<file path="config.mk">
export PLATFORM = sky130hd
export DESIGN_NAME = uart_autobaud_rx
export DESIGN_NICKNAME = d
export VERILOG_FILES = /design/src/rtl/uart_autobaud_rx.sv
export SDC_FILE = /design/constraint.sdc
export NUM_CORES = 1
export LEC_CHECK = 0
export ABC_CLOCK_PERIOD_IN_PS = 8300
export CAP_MARGIN = 20
export CORE_MARGIN = 2
export CORE_UTILIZATION = 44
export DETAILED_ROUTE_END_ITERATION = 6
export RECOVER_POWER = 50
export REMOVE_ABC_BUFFERS = 1
export SLEW_MARGIN = 10
export SYNTH_ARGS = -nofsm -noshare
export SYNTH_HDL_FRONTEND = slang
export SYNTH_SLANG_ARGS = --single-unit
</file>
<file path="constraint.sdc">
create_clock -name clk -period 8.3 [get_ports clk]
set_input_delay 1.66 -clock clk [delete_from_list [all_inputs] [get_ports clk]]
set_output_delay 1.66 -clock clk [all_outputs]
set_load 0.01 [all_outputs]
</file>
<file path="src/rtl/uart_autobaud_rx.sv">
// -----------------------------------------------------------------------------
// uart_autobaud_rx
//
// 8N1 UART receiver that measures its own bit period from a 0x55 calibration
// character. The low start bit of 0x55 is timed in clk cycles. That count
// becomes the divider. The rest of the calibration character is skipped, and
// normal reception then samples each bit at its centre.
//
// Ports
//   clk          in   rising-edge clock, the only clock domain
//   nRst         in   asynchronous active-low reset
//   rx           in   asynchronous serial line, idle high, LSB first
//   relock       in   one-cycle request to drop the divider and recalibrate
//   recieved     out  one-cycle pulse per good frame, aligned with data_rx
//   data_rx      out  last good byte, held until the next good frame
//   busy_rx      out  high while skipping the calibration byte or in a frame
//   framing_err  out  one-cycle pulse when a stop bit samples low
//   baud_locked  out  high while a valid divider is held
//   baud_div     out  measured bit period in clk cycles
// -----------------------------------------------------------------------------
module uart_autobaud_rx #(
    parameter int DIV_W   = 16,
    parameter int MIN_DIV = 8
) (
    input  logic             clk,
    input  logic             nRst,
    input  logic             rx,
    input  logic             relock,
    output logic             recieved,
    output logic [7:0]       data_rx,
    output logic             busy_rx,
    output logic             framing_err,
    output logic             baud_locked,
    output logic [DIV_W-1:0] baud_div
);

    // The counter is wider than the divider. This lets the calibration skip
    // count (8.5 bit periods) share the same register.
    localparam int CW = DIV_W + 4;
    localparam logic [CW-1:0] MIN_DIV_C = CW'(MIN_DIV);

    localparam logic [2:0] CAL_IDLE    = 3'd0;
    localparam logic [2:0] CAL_MEASURE = 3'd1;
    localparam logic [2:0] CAL_SKIP    = 3'd2;
    localparam logic [2:0] IDLE        = 3'd3;
    localparam logic [2:0] START       = 3'd4;
    localparam logic [2:0] DATA        = 3'd5;
    localparam logic [2:0] STOP        = 3'd6;

    logic [1:0]       sync_q;
    logic             rx_s;
    logic [2:0]       state_q, state_d;
    logic [CW-1:0]    count_q, count_d;
    logic [2:0]       bit_idx_q, bit_idx_d;
    logic [7:0]       shift_q, shift_d;
    logic [7:0]       data_q, data_d;
    logic [DIV_W-1:0] div_q, div_d;
    logic             locked_q, locked_d;
    logic             rcv_q, rcv_d;
    logic             ferr_q, ferr_d;
    logic             wait_high_q, wait_high_d;

    logic [CW-1:0]    div_ext;
    logic [CW-1:0]    half_div;
    logic [CW-1:0]    skip_target;

    // Two-flop synchronizer. The flops reset to the idle (high) line level.
    always_ff @(posedge clk or negedge nRst) begin
        if (!nRst) begin
            sync_q <= 2'b11;
        end else begin
            sync_q <= {sync_q[0], rx};
        end
    end

    assign rx_s = sync_q[1];

    assign div_ext     = {4'b0000, div_q};
    assign half_div    = div_ext >> 1;
    // Calibration starts at the first high bit after the start bit. After
    // 8.5 bit periods the receiver sits in the middle of the high stop bit.
    assign skip_target = (div_ext << 3) + half_div;

    always_comb begin
        state_d     = state_q;
        count_d     = count_q;
        bit_idx_d   = bit_idx_q;
        shift_d     = shift_q;
        data_d      = data_q;
        div_d       = div_q;
        locked_d    = locked_q;
        rcv_d       = 1'b0;
        ferr_d      = 1'b0;
        wait_high_d = wait_high_q;

        if (relock) begin
            // Abort silently. The old divider stays visible until a new
            // divider is latched.
            state_d     = CAL_IDLE;
            locked_d    = 1'b0;
            count_d     = '0;
            bit_idx_d   = '0;
            wait_high_d = 1'b0;
        end else begin
            case (state_q)
                CAL_IDLE: begin
                    if (!rx_s) begin
                        state_d = CAL_MEASURE;
                        count_d = CW'(1);
                    end
                end
                CAL_MEASURE: begin
                    if (!rx_s) begin
                        if (count_q[DIV_W-1:0] == {DIV_W{1'b1}}) begin
                            // Line stuck low: give up without touching the divider.
                            state_d = CAL_IDLE;
                            count_d = '0;
                        end else begin
                            count_d = count_q + CW'(1);
                        end
                    end else if (count_q < MIN_DIV_C) begin
                        // Too short to be a real start bit.
                        state_d = CAL_IDLE;
                        count_d = '0;
                    end else begin
                        div_d    = count_q[DIV_W-1:0];
                        locked_d = 1'b1;
                        state_d  = CAL_SKIP;
                        count_d  = CW'(1);
                    end
                end
                CAL_SKIP: begin
                    if (count_q >= skip_target) begin
                        state_d = IDLE;
                        count_d = '0;
                    end else begin
                        count_d = count_q + CW'(1);
                    end
                end
                IDLE: begin
                    if (wait_high_q) begin
                        // After a framing error the line must return high
                        // before a new start bit is accepted.
                        if (rx_s) begin
                            wait_high_d = 1'b0;
                        end
                    end else if (!rx_s) begin
                        state_d = START;
                        count_d = CW'(1);
                    end
                end
                START: begin
                    if (count_q >= half_div) begin
                        if (!rx_s) begin
                            state_d   = DATA;
                            count_d   = CW'(1);
                            bit_idx_d = '0;
                        end else begin
                            state_d = IDLE;
                            count_d = '0;
                        end
                    end else begin
                        count_d = count_q + CW'(1);
                    end
                end
                DATA: begin
                    if (count_q >= div_ext) begin
                        shift_d = {rx_s, shift_q[7:1]};
                        count_d = CW'(1);
                        if (bit_idx_q == 3'd7) begin
                            state_d = STOP;
                        end else begin
                            bit_idx_d = bit_idx_q + 3'd1;
                        end
                    end else begin
                        count_d = count_q + CW'(1);
                    end
                end
                STOP: begin
                    if (count_q >= div_ext) begin
                        if (rx_s) begin
                            data_d = shift_q;
                            rcv_d  = 1'b1;
                        end else begin
                            ferr_d      = 1'b1;
                            wait_high_d = 1'b1;
                        end
                        // Back to IDLE straight away, so a start bit that
                        // follows directly is still caught.
                        state_d = IDLE;
                        count_d = '0;
                    end else begin
                        count_d = count_q + CW'(1);
                    end
                end
                default: begin
                    state_d = CAL_IDLE;
                    count_d = '0;
                end
            endcase
        end
    end

    always_ff @(posedge clk or negedge nRst) begin
        if (!nRst) begin
            state_q     <= CAL_IDLE;
            count_q     <= '0;
            bit_idx_q   <= '0;
            shift_q     <= '0;
            data_q      <= '0;
            div_q       <= '0;
            locked_q    <= 1'b0;
            rcv_q       <= 1'b0;
            ferr_q      <= 1'b0;
            wait_high_q <= 1'b0;
        end else begin
            state_q     <= state_d;
            count_q     <= count_d;
            bit_idx_q   <= bit_idx_d;
            shift_q     <= shift_d;
            data_q      <= data_d;
            div_q       <= div_d;
            locked_q    <= locked_d;
            rcv_q       <= rcv_d;
            ferr_q      <= ferr_d;
            wait_high_q <= wait_high_d;
        end
    end

    assign recieved    = rcv_q;
    assign framing_err = ferr_q;
    assign data_rx     = data_q;
    assign baud_locked = locked_q;
    assign baud_div    = div_q;
    assign busy_rx     = (state_q == CAL_SKIP) || (state_q == START) ||
                         (state_q == DATA)     || (state_q == STOP);

endmodule

</file>
# Yosys cells after proc, flatten, opt, wreduce, memory -nomap -nowiden
# Cells that the tools add are included.
[classes]
n_eq_ne = 21
addsub = 3
mux = 49
order_cmp = 4
bitwise = 2
n_reduce_logical = 15
[ops]
columns = ["cell", "n"]
rows = [
  ["20-bit two-way mux", 9],
  ["20-bit one-hot mux with 7 select lines", 1],
  ["3-bit two-way mux", 17],
  ["3-bit inequality test, second input constant", 11],
  ["3-bit one-hot mux with 7 select lines", 1],
  ["19-bit by 15-bit adder with 20-bit output", 1],
  ["20-bit by 1-bit adder with 20-bit output, second input constant", 1],
  ["20-bit by 15-bit greater-or-equal comparator with 1-bit output", 1],
  ["20-bit by 16-bit greater-or-equal comparator with 1-bit output", 1],
  ["20-bit greater-or-equal comparator", 1],
  ["20-bit by 4-bit less-than comparator with 1-bit output, second input constant", 1],
  ["1-bit two-way mux", 18],
  ["16-bit == test, second input constant", 1],
  ["3-bit == test, second input constant", 4],
  ["3-bit AND reduction", 3],
  ["9-bit AND reduction", 1],
  ["4-bit AND reduction", 2],
  ["3-bit by 2-bit == test with 1-bit output, second input constant", 2],
  ["3-bit one-hot mux with 2 select lines", 1],
  ["3-bit nonzero test", 2],
  ["5-bit AND reduction", 1],
  ["4-bit inequality test, second input constant", 1],
  ["2-bit nonzero test", 2],
  ["3-bit by 1-bit adder with 3-bit output, second input constant", 1],
  ["7 further kinds", 10],
]
[totals]
wordCells = 105
out_inout_bits = 28
ff_bits = 64
in_bits = 4

# Longest topological paths before layout
[depth]
ltp_word = 5
ltp_mapped = 20
depth_no_buf = 18

# Worst setup path after synthesis
# OpenSTA, ideal clock, no wires.
[synth_timing]
kind = "register to register"
start = "register div_q[0], in the netlist baud_div[0]"
end = "register count_q[15]"
stages_incl_launch_ff = 21
arrival_time_ps = 3710
slack_ps = 4508
synth_period_minus_slack_ps = 3792
t_required_ps = 8218
cell_sequence = "dfrtp_1 ha_1 fa_1 a21oi_1 nor2_1 nor2_1 o21ai_0 nand3_1 a31oi_1 nand3_1 xnor2_1 ha_1 a21o_1 a21o_1 a221oi_1 a21oi_1 a21boi_4 buf_6 buf_12 nand2_2 a31oi_1"
[synth_between]
elab_chain_len = 5
[synth_rtl]
columns = ["element", "line", "rtl"]
rows = [
  ["start, declared", "57", "logic [DIV_W-1:0] div_q, div_d;"],
  ["start signal, assigned", "222", "div_q <= div_d;"],
  ["19-bit by 15-bit adder with 20-bit output", "82", "assign skip_target = (div_ext << 3) + half_div;"],
  ["20-bit greater-or-equal comparator", "133", "if (count_q >= skip_target) begin"],
  ["20-bit two-way mux", "133", ""],
  ["20-bit one-hot mux with 7 select lines (*)", "105", "case (state_q)"],
  ["20-bit two-way mux (*)", "96", "if (relock) begin"],
  ["end signal, assigned", "218", "count_q <= count_d;"],
  ["end, declared", "53", "logic [CW-1:0] count_q, count_d;"],
]
# Every way passes the cells marked *; elsewhere a longest branch is shown, timed or not.
# A chain may end at the register's enable or synchronous reset.

==> impl_metrics.env <==
export IMPL_clkTransAtPathRegs_ns=0.08
export IMPL_crit_path_end="data_rx[3]$_DFFE_PN0P_"
export IMPL_ys_seq_area_share_pct=33.4
export IMPL_critical_path_buf_inv_count=2
export IMPL_maxCapViolations=1
export IMPL_hold_buffers=0
export IMPL_cp_depth=2
export IMPL_hold_class="flip-flop to flip-flop"
export IMPL_nets=612
export IMPL_rrSetupSlack_ns=3.77
export IMPL_synthFlopType="dfrtp_1"
export IMPL_setup_viol=0
export IMPL_pre_cts_ws_ns=3.80
export IMPL_cp_max_fo=64
export IMPL_detail_route_wl_per_cell_um=17.2
export IMPL_grt_overflow_total=0
export IMPL_multi_input_area_mm2=0.00300
export IMPL_pwr_density_cell_mw_per_mm2=154
export IMPL_async_flop_share_pct=100
export IMPL_grt_pass1_vias=3988
export IMPL_cp_startpoint="nRst"
export IMPL_ir_drop_mv=0.154
export IMPL_cp_cell_sequence="buf_2, clkbuf_1"
export IMPL_synthDistinctLibCells=65
export IMPL_clockRootBuffer="clkbuf_8"
export IMPL_dp_hpwl_um=8560
export IMPL_start_util_pct=44.7
export IMPL_rsz0062_at_grt="no"
export IMPL_cp_slowest_stage_delay_ns=2.45
export IMPL_postLayoutSetupSlackWorst_ns=3.74
export IMPL_synth_area_per_cell_um2=9.35
export IMPL_ant_nets=0
export IMPL_drv_slew=65
export IMPL_seq_area_mm2=0.00160
export IMPL_failed_checks="max-capacitance violations, max-slew violations"
export IMPL_synthCells=513
export IMPL_worst_clock_skew_ns=0.0100
export IMPL_worstReg2RegEnd="count_q[15]$_DFFE_PN0P_"
export IMPL_min_period_ns=4.56
export IMPL_synth_seq_cells=64
export IMPL_synth_edff_count=0
export IMPL_pin_count=32
export IMPL_maxSlewHeadroom_pct=-133
export IMPL_drt_iter0_drc=309
export IMPL_portBuffers=31
export IMPL_post_cts_setup_buffer_count=0
export IMPL_outcome="complete, but fails checks"
export IMPL_areaGrowthSynthToFinish_pct=13.3
export IMPL_post_route_period_util_pct=55.0
export IMPL_antenna_cells=0
export IMPL_wirelength_um=11800
export IMPL_antenna_found_initial=0
export IMPL_grt_total_usage_pct=21.6
export IMPL_clk_path_buf_depth=2
export IMPL_numCtsBuffers=9
export IMPL_r2r_start="baud_div[4]$_DFFE_PN0P_"
export IMPL_crit_type="primary input to async pin"
export IMPL_layout_commonest_cell="ha_1"
export IMPL_gp_congestion=0.844
export IMPL_startpoint_type="primary input"
export IMPL_synth_area_mm2=0.00480
export IMPL_critPathArrivalTime_ns=4.23
export IMPL_die_width_um=108
export IMPL_yosysWarningCount=0
export IMPL_post_cts_resized=0
export IMPL_drt_pre_antenna_iters=4
export IMPL_worst_r2r_cell_count=18
export IMPL_leakage_nw=2.58
export IMPL_cts_sinks=64
export IMPL_holdWs_ns=0.360
export IMPL_critical_path_top_delay_family="buffers and inverters"
export IMPL_htreeDepth=3
export IMPL_worst_setup_path_end_kind="async pin"
export IMPL_final_cells=688
export IMPL_grt_max_degree=65
export IMPL_dr_total_vias=4007
export IMPL_num_rows=38
export IMPL_tightest_slew_ns=3.50
export IMPL_clock_latency_ns=0.35
export IMPL_critPathRequiredTime_ns=7.96
export IMPL_grt_first_pass_wirelength_um=19700
export IMPL_die_area_mm2=0.0118
export IMPL_layout_filler_cells=1028
export IMPL_drive_gt1_share_pct=10.9
export IMPL_via_per_inst=5.82
export IMPL_dp_cells=671
export IMPL_drc=0
export IMPL_core_mm2=0.0107
export IMPL_finalHoldViolations=0
export IMPL_fin_setup_tns_ns=0
export IMPL_cp_slowest_cell="clkbuf_1"
export IMPL_final_cell_mix="64 x ha_1, 62 x dfrtp_1, 55 x nand2_1"
export IMPL_fp_dieH_um=108
export IMPL_cts_tree="yes"
export IMPL_max_freq_ghz=0.219
## metal layers
metal	global-route usage (%)	part of all wire [%]	up-vias
met5	0	0	-
met4	5.86	1.3	0
met3	3.32	4.1	12
met2	35.2	47	86
met1	29.8	48	1944
li1	-	-	1965
## cell type report
class	count	share of cell area, %
Multi-Input combinational cell	405	55.2
Sequential cell	64	29.5
Timing Repair Buffer	34	5.96
Tap cell	140	3.22
Clock buffer	11	2.60
Inverter	29	2.00
Clock inverter	5	1.47
## cell families (layout without fill, tap and decap cells)
group / count (synthesis) / after routing / share of synthesized area (%)
adder cells (fa/ha/maj): 65 / 65 / 17.1
AND/OR/NAND/NOR: 170 / 170 / 17.7
buffers and inverters: 44 / 79 / 4.02
flip-flops: 64 / 64 / 33.4
XOR/XNOR: 15 / 15 / 2.74
AO/OA/AOI/OAI: 125 / 125 / 18.1
multiplexers: 30 / 30 / 6.91
## cell usage after synthesis, types with 5 or more instances
cell type | n | share of area [%]
ha_1 | 64 | 17
dfrtp_1 | 62 | 32
nand2_1 | 55 | 4.3
inv_1 | 28 | 2.2
mux2_2 | 25 | 5.9
nor2_1 | 25 | 2.0
a21oi_1 | 24 | 2.5
a31oi_1 | 24 | 3.1
o21ai_0 | 21 | 2.2
nand3_1 | 17 | 1.8
nand2b_1 | 14 | 1.8
nor3_1 | 13 | 1.4
and3_1 | 12 | 1.6
xnor2_1 | 11 | 2.0
a21o_1 | 9 | 1.4
clkbuf_1 | 9 | 0.70
nand4_1 | 6 | 0.78
a211oi_1 | 5 | 0.78
mux2i_1 | 5 | 1.0
nor4_1 | 5 | 0.65
## flip-flops by register name, summed over array words and instances, names as in the netlist
register     flops
count_q         20
shift_q          8
baud_div        16
wait_high_q      1
state_q          3
sync_q           2
baud_locked      1
framing_err      1
data_rx          8
bit_idx_q        3
recieved         1
## power breakdown
group	leakage, nW	switching, mW	internal (mW)
sequential	0.883	0.0357	0.324
clock	0.106	0.126	0.177
combinational	1.59	0.103	0.0733
## through the flow
| step | power (mW) | utilization, % | area, um^2 |
|---|---|---|---|
| 3_3_place_gp | 0.537 | 48.5 | 5210 |
| 3_5_place_dp | 0.540 | 48.5 | 5210 |
| 2_1_floorplan | 0.482 | - | 4710 |
| 6_report | 0.839 | 50.6 | 5440 |
| 4_1_cts | 0.848 | 50.5 | 5430 |
| 5_1_grt | 0.886 | 50.6 | 5440 |
## worst min path at each step
stage / cells past startpoint / start / endpoint / slack, ns
after global routing: 0 / sync_q[0]$_DFF_PN1_ / sync_q[1]$_DFF_PN1_ / 0.36
after detailed placement: 0 / sync_q[0]$_DFF_PN1_ / sync_q[1]$_DFF_PN1_ / 0.35
after CTS: 0 / sync_q[0]$_DFF_PN1_ / sync_q[1]$_DFF_PN1_ / 0.36
final: 0 / sync_q[0]$_DFF_PN1_ / sync_q[1]$_DFF_PN1_ / 0.36
after global placement: 0 / sync_q[0]$_DFF_PN1_ / sync_q[1]$_DFF_PN1_ / 0.35
after floorplan: 0 / sync_q[0]$_DFF_PN1_ / sync_q[1]$_DFF_PN1_ / 0.35
(Power assumes the default switching activity.)
